## src/rtl/novacore_cfg_loader.sv

```systemverilog
// novacore_cfg_loader: loads (uid, word) pairs into the NovaCORE fabric config port.
// Ports: clk/rst, start, in_* valid/ready word stream, c_bus/c_uid/c_clk/mode to fabric, busy/done/err_*/loaded status.
module novacore_cfg_loader #(
  parameter int BUS_W   = 82,
  parameter int UID_W   = 9,
  parameter int N_UNITS = 100,
  parameter int SETUP   = 1,
  parameter int CLK_DIV = 2
) (
  input  logic             clk,
  input  logic             rst,
  input  logic             start,
  input  logic [BUS_W-1:0] in_data,
  input  logic [UID_W-1:0] in_uid,
  input  logic             in_last,
  input  logic             in_valid,
  output logic             in_ready,
  output logic             mode,
  output logic [BUS_W-1:0] c_bus,
  output logic [UID_W-1:0] c_uid,
  output logic             c_clk,
  output logic             busy,
  output logic             done,
  output logic             err_uid,
  output logic             err_dup,
  output logic             err_count,
  output logic [UID_W:0]   loaded
);

  localparam int CMAX  = (SETUP > CLK_DIV) ? SETUP : CLK_DIV;
  localparam int CNT_W = (CMAX > 1) ? $clog2(CMAX) : 1;
  localparam int IDX_W = (N_UNITS > 1) ? $clog2(N_UNITS) : 1;

  localparam logic [UID_W:0]   N_LD   = (UID_W+1)'(N_UNITS);
  localparam logic [UID_W:0]   LD_ONE = (UID_W+1)'(1);
  localparam logic [CNT_W-1:0] CNT_ONE = CNT_W'(1);
  localparam logic [CNT_W-1:0] SU_END = CNT_W'(SETUP - 1);
  localparam logic [CNT_W-1:0] DV_END = CNT_W'(CLK_DIV - 1);

  typedef enum logic [2:0] {
    S_IDLE,
    S_WAIT,
    S_SETUP,
    S_HIGH,
    S_LOW,
    S_FINISH
  } state_t;

  state_t           state, state_nx;
  logic [CNT_W-1:0] cnt, cnt_nx;
  logic             last_q;
  logic [N_UNITS-1:0] bitmap;
  logic             uid_ok;
  logic [IDX_W-1:0] idx;

  assign uid_ok = ({1'b0, in_uid} < N_LD);
  // c_uid only ever holds an in-range uid, so its low bits index the bitmap
  assign idx    = c_uid[IDX_W-1:0];

  always_ff @(posedge clk or posedge rst) begin
    if (rst) begin
      state <= S_IDLE;
      cnt   <= '0;
    end else begin
      state <= state_nx;
      cnt   <= cnt_nx;
    end
  end

  always_comb begin
    state_nx = state;
    cnt_nx   = cnt;
    in_ready = 1'b0;
    mode     = 1'b0;
    busy     = 1'b0;
    c_clk    = 1'b0;
    done     = 1'b0;
    unique case (state)
      S_IDLE: begin
        if (start) state_nx = S_WAIT;
      end
      S_WAIT: begin
        in_ready = 1'b1;
        mode     = 1'b1;
        busy     = 1'b1;
        if (in_valid) begin
          if (uid_ok) begin
            state_nx = S_SETUP;
            cnt_nx   = '0;
          end else if (in_last) begin
            state_nx = S_FINISH;
          end
        end
      end
      S_SETUP: begin
        mode = 1'b1;
        busy = 1'b1;
        if (cnt == SU_END) begin
          state_nx = S_HIGH;
          cnt_nx   = '0;
        end else begin
          cnt_nx = cnt + CNT_ONE;
        end
      end
      S_HIGH: begin
        mode  = 1'b1;
        busy  = 1'b1;
        c_clk = 1'b1;
        if (cnt == DV_END) begin
          state_nx = S_LOW;
          cnt_nx   = '0;
        end else begin
          cnt_nx = cnt + CNT_ONE;
        end
      end
      S_LOW: begin
        mode = 1'b1;
        busy = 1'b1;
        if (cnt == DV_END) begin
          state_nx = last_q ? S_FINISH : S_WAIT;
          cnt_nx   = '0;
        end else begin
          cnt_nx = cnt + CNT_ONE;
        end
      end
      S_FINISH: begin
        busy     = 1'b1;
        done     = 1'b1;
        state_nx = S_IDLE;
      end
      default: state_nx = S_IDLE;
    endcase
  end

  always_ff @(posedge clk or posedge rst) begin
    if (rst) begin
      c_bus     <= '0;
      c_uid     <= '0;
      last_q    <= 1'b0;
      bitmap    <= '0;
      loaded    <= '0;
      err_uid   <= 1'b0;
      err_dup   <= 1'b0;
      err_count <= 1'b0;
    end else begin
      if (state == S_IDLE && start) begin
        bitmap    <= '0;
        loaded    <= '0;
        err_uid   <= 1'b0;
        err_dup   <= 1'b0;
        err_count <= 1'b0;
      end
      if (state == S_WAIT && in_valid) begin
        if (uid_ok) begin
          c_bus  <= in_data;
          c_uid  <= in_uid;
          last_q <= in_last;
        end else begin
          err_uid <= 1'b1;
        end
      end
      // bookkeeping happens as the strobe rises
      if (state == S_SETUP && state_nx == S_HIGH) begin
        if (bitmap[idx]) begin
          err_dup <= 1'b1;
        end else begin
          bitmap[idx] <= 1'b1;
          if (loaded != N_LD) loaded <= loaded + LD_ONE;
        end
      end
      // loaded is final on every path into FINISH
      if (state_nx == S_FINISH) begin
        err_count <= (loaded != N_LD);
      end
    end
  end

endmodule

```

## config.mk

```make
export PLATFORM = sky130hd
export DESIGN_NAME = novacore_cfg_loader
export DESIGN_NICKNAME = d
export VERILOG_FILES = /design/src/rtl/novacore_cfg_loader.sv
export SDC_FILE = /design/constraint.sdc
export NUM_CORES = 1
export LEC_CHECK = 0
export CAP_MARGIN = 20
export CORE_MARGIN = 2
export CORE_UTILIZATION = 54
export CTS_CLUSTER_DIAMETER = 120
export DETAILED_ROUTE_END_ITERATION = 8
export GPL_TIMING_DRIVEN = 0
export PLACE_DENSITY_LB_ADDON = 0.08
export SLEW_MARGIN = 20
export SYNTH_ARGS = -nofsm -noshare
export SYNTH_HDL_FRONTEND = slang
export SYNTH_SLANG_ARGS = --single-unit
export TNS_END_PERCENT = 30
```

## constraint.sdc

```tcl
create_clock -name clk -period 19 [get_ports clk]
set_clock_uncertainty 0.05 [all_clocks]
set_input_delay 3.8 -clock clk [delete_from_list [all_inputs] [get_ports clk]]
set_output_delay 3.8 -clock clk [all_outputs]
set_load 0.005 [all_outputs]
```

Word-level counts from Yosys, hierarchy flattened
Cells that the tools add are included.
- add/subtract/negate cells: 2
- order comparisons: 3
- equality and inequality tests: 10
- mux-type cells: 38
- bitwise logic cells: 1
- reductions and logical operators: 12
- operator list (operator ; count):
    $mux W100 ; 3
    $or A100 B100 Y100 ; 1
    $mux W10 ; 4
    $mux W3 ; 8
    $mux W1 ; 19
    $pmux W3 S5 ; 1
    $add A10 B1 Y10 const B ; 1
    $ne A10 B7 Y1 const B ; 1
    $eq A3 B2 Y1 const B ; 3
    $eq A3 B3 Y1 const B ; 3
    $lt A9 B7 Y1 const B ; 1
    $lt A7 B8 Y1 const B ; 1
    $bmux W1 S7 ; 1
    $demux W1 S7 ; 1
    $ge A7 B1 Y1 const B ; 1
    $reduce_or A5 Y1 ; 1
    $logic_and A1 B1 Y1 ; 4
    $ne A2 B2 Y1 const B ; 2
    $reduce_or A4 Y1 ; 1
    $eq A3 B1 Y1 const B ; 1
    $logic_not A3 Y1 ; 1
    $pmux W1 S3 ; 1
    $reduce_and A3 Y1 ; 1
    $reduce_bool A3 Y1 ; 1
    4 further kinds ; 4
- bits in registers: 209
- input bits: 96
- output and inout port bits: 109

Depth between registers and ports, before layout
- depth after elaboration: 7
- depth in mapped cells: 13

Worst setup path after synthesis
No wires, ideal clock.
- path type: in2reg
- start: input port in_uid[4]
- end: register c_bus[0]
- library setup time: 125 ps
- arrival time: 5241 ps
- data required time: 18825 ps
- path slack: 13584 ps
- stages: 6
- path buffers: 2
- path through: o311a_1 > nor3_1 > nand3_1 > clkbuf_1 > clkbuf_1 > mux2_2
- cells in the longest elaborated chain, start to end: 2
- RTL lines (element ; RTL line ; RTL):
    start: declaration ; 14 ; input logic [UID_W-1:0] in_uid,
    $lt A9 B7 Y1 ; 56 ; assign uid_ok = ({1'b0, in_uid} < N_LD);
    $reduce_and A2 Y1 (no source line) ; - ;
    end signal: assignment ; 155 ; c_bus <= in_data;
    end: declaration ; 19 ; output logic [BUS_W-1:0] c_bus,
No other way between the ends.
A chain may end at the register's enable or synchronous reset.

Worst setup path after layout
- start: register state[2]
- end: output port busy
- cells in the longest elaborated chain, start to end: 3
- elaborated cells between the ends (all ways): 7
- RTL lines (element ; RTL line ; RTL):
    start: declaration ; 49 ; state_t state, state_nx;
    start signal: assignment ; 65 ; state <= state_nx;
    $eq A3 B1 Y1 (tied with other cells) ; 78 ; unique case (state)
    $reduce_or A5 Y1 (no source line) (*) ; - ;
    $mux W1 (*) ; 78 ;
    end: declaration ; 22 ; output logic busy,
Every way passes the cells marked *; elsewhere a longest branch is shown, timed or not.

==> run summary <==
Pins over their slew limit - 0
Reg area - 5230 um^2
Mux share of post-synthesis cell area - 13.54%
Area Overhead vs Synth - 34.38%
Vias in the first global route - 7778
TritonCTS clock tree - built
Routed Antenna Nets - 0
Ant. Diodes - 0
First-pass GRT wire length - 42640 um
Synth warn - 0
Sequential power share - 35.8%
Worst hold start - err_uid
# IOs - 205
Share of layout cells above drive strength 1 - 16.71%
Biggest area consumer among synthesized cells - dfrtp_1
Reg2reg setup slack - 14.89 ns
Setup TNS - 0 ns
Post-synth EDFFs - 0
CP Capture Type - output port
PD cells - 142.7 nW/um^2
Leakage - 5.152 nW
Critical R2R Capture - bitmap[46]
First-pass DRT Iterations - 5
Final Cycle Share - 30.96%
Area share of fa/ha/maj cells after synthesis - 0.2778%
Largest family of logic cells by synthesized area - multiplexers
Vias - 7437
RSZ-0062 raised after global routing - no
Fmax - 170.0 MHz
Mapped Cells - 795
Post-synthesis simple-gate area fraction - 11.51%
Top-count cell post-synth - dfrtp_1
Primary FF master, synth - dfrtp_1
Synth Area in Compound Gates - 13.19%
Clock network power share - 24.9%
Post-CTS Resized - 0
Final Hold Fails - 0
Total wire length - 27450 um
Finish-stage setup viols - 0
Cell Area, Synth - 9009 um^2
# DRC - 0
Gr ovfl total - 0
Critical Path Source Type - flip-flop
Worst-path maximum fanout - 10
Synth cell count leaders - 209 x dfrtp_1, 135 x nand2_1, 97 x mux2_2, 87 x o21ai_0, 33 x clkbuf_1
Slew @ Worst Pin - 0.8832 ns
Routed len/inst - 21.77 um
FF+latch count, synth - 209
Post-synth ARST share - 100.0%
Die height - 133.2 um
Die ar. - 17730 um^2
Max-cap violations - 0
Largest net degree at the start of global routing - 89
Switching pwr - 0.0005759 W
Maximum vdd drop - 0.00008983 V
Critical path arrival - 2.03 ns
Number of buffer cells added on primary ports - 204
Clock transition at the registers of the reported paths - 0.06 ns
Total GRT Usage - 31.15%
Place WS - 12.66 ns
FF-to-FF Start - c_uid[2]
Status - completed
Effective utilization at floorplan - 54.71%
Post-synth cell types - 57
Routability congestion estimate - 0.9298
Placeable Area - 16470 um^2
Vias per cell - 5.898
Minimum clock period - 5.883 ns
Slowest-stage cell, CP - clkdlybuf4s50_1
Worst Hold End - err_uid
Max layer used - met4
Syn nets - 893
Die width - 133.2 um
Num CTS Buffers - 23
H-tree depth - 1
Initial antenna violation count - 0
Crit path cell chain - clkbuf_1 -> nor2_1 -> a21oi_1 -> clkdlybuf4s50_1
Min-Delay Path Depth - 1
Synth area leaders - dfrtp_1 58%, mux2_2 12%, nand2_1 5.6%
FF-to-FF path depth - 10
HPWL Detailed - 18780 um
Combinational power share - 39.3%
Final net count - 1124
Row count - 47
Bufs on Longest Clock Path - 3
Switching Share - 33.35%
WS Path Type - reg2out
Slew HR - 41.00%
Yosys top cell area share - 58.06%
Crit-path max cell delay - 0.53 ns
Met3 Wirelength - 2772 um
Post-CTS Setup Bufs - 0
DR WL met2 - 12940 um
Hold Path Class - reg2reg
Clock root cell - clkbuf_16
Post-Route M1 WL - 10490 um
Multi-input gate area - 3488 um^2
Hold buffer count at cts - 0
Clock Latency Late Sink - 0.51 ns
CP delay by family, top - buffers and inverters
Post-synthesis sequential area ratio - 58.06%
CTS sink count - 209
Xor and xnor fraction of the mapped netlist area - 0.1944%
WP data required - 15.15 ns
CP Buf/Inv Count - 2
1st-iter DRT viols - 620
Setup ws final - 13.12 ns
Avg Cell Area, Syn - 11.33 um^2
Int Power - 0.001151 W
# fillers - 1187
[area by class of cell]
| cell class | instances | share of cell area (%) |
|---|---|---|
| Sequential cell | 209 | 43.20 |
| Multi-Input combinational cell | 522 | 28.82 |
| Timing Repair Buffer | 206 | 17.32 |
| Clock buffer | 35 | 5.457 |
| Tap cell | 220 | 2.274 |
| Buffer | 52 | 2.026 |
| Clock inverter | 5 | 0.4651 |
| Inverter | 12 | 0.4341 |
[layer usage]
layer,track usage [%],vias up
met2,49.60,393
met5,0,-
met3,10.46,89
li1,-,3282
met1,38.89,3673
met4,14.30,0
[state kept, by name, summed over array words and instances, names as in the netlist]
register,count
bitmap,100
c_bus,82
c_uid,9
cnt,1
err_count,1
err_dup,1
err_uid,1
last_q,1
loaded,10
state,3
[power groups by stage]
stage                     Combinational (W)  Sequential [W]  Clock (W)
after floorplan                    0.000295        0.000625          0
after global placement             0.000662        0.000619          0
after CTS                          0.000674        0.000618   0.000432
after global routing               0.000720        0.000632   0.000450
final                              0.000679        0.000619   0.000429
after detailed placement           0.000668        0.000624          0
[how the worst max path moves through the flow]
| stage | from | to | slack, ns | cells after the start |
|---|---|---|---|---|
| final | state[2] | busy | 13.12 | 4 |
| after global routing | in_uid[4] | c_bus[51] | 12.98 | 7 |
| after CTS | state[2] | busy | 13.13 | 4 |
| after detailed placement | in_uid[5] | c_bus[1] | 12.66 | 7 |
| after global placement | rst | loaded[8] | 6.75 | 2 |
| after floorplan | rst | bitmap[0] | 9.44 | 1 |
[worst reg2reg max path: stages, from the launching register on]
cell	delay, ns
dfrtp_1	0.45
buf_2	0.33
buf_2	0.35
clkbuf_1	0.48
o21ai_0	0.32
a31o_2	0.31
or4_1	0.48
buf_2	0.19
or3_1	0.40
clkbuf_1	0.36
o21ai_0	0.30
[cells by family after synthesis]
kind of cell,after synthesis
AO/OA/AOI/OAI,182
XOR/XNOR,2
adder cells (fa/ha/maj),2
flip-flops,209
buffers and inverters,64
multiplexers,106
AND/OR/NAND/NOR,230
[layout by cell type (no fill, tap or decap), drive strengths merged, types with 6 or more instances in the layout]
cell type      instances
nand2                135
a21oi                 10
mux2                  97
nor2b                 13
a221oi                23
nand3                 22
or3                    6
nor2                  21
buf                   21
clkdlybuf4s50        204
and2                   6
o21ai                108
inv                   12
mux2i                  6
clkbuf                68
dfrtp                209
[per-stage QoR]
step | power [W] | util (%) | instance area (um^2) | hold WS, ns | std cells
after floorplan | 0.0009197 | - | 9009 | 0.3922 | 795
after detailed placement | 0.001292 | 69.16 | 11390 | 0.4158 | 1221
after global routing | 0.001803 | 73.52 | 12110 | 0.4424 | 1261
after global placement | 0.001281 | 68.78 | 11330 | 0.4049 | 1219
after CTS | 0.001724 | 73.52 | 12110 | 0.4278 | 1261
final | 0.001727 | 73.52 | 12110 | 0.4269 | 1261
(Power assumes the default switching activity.)
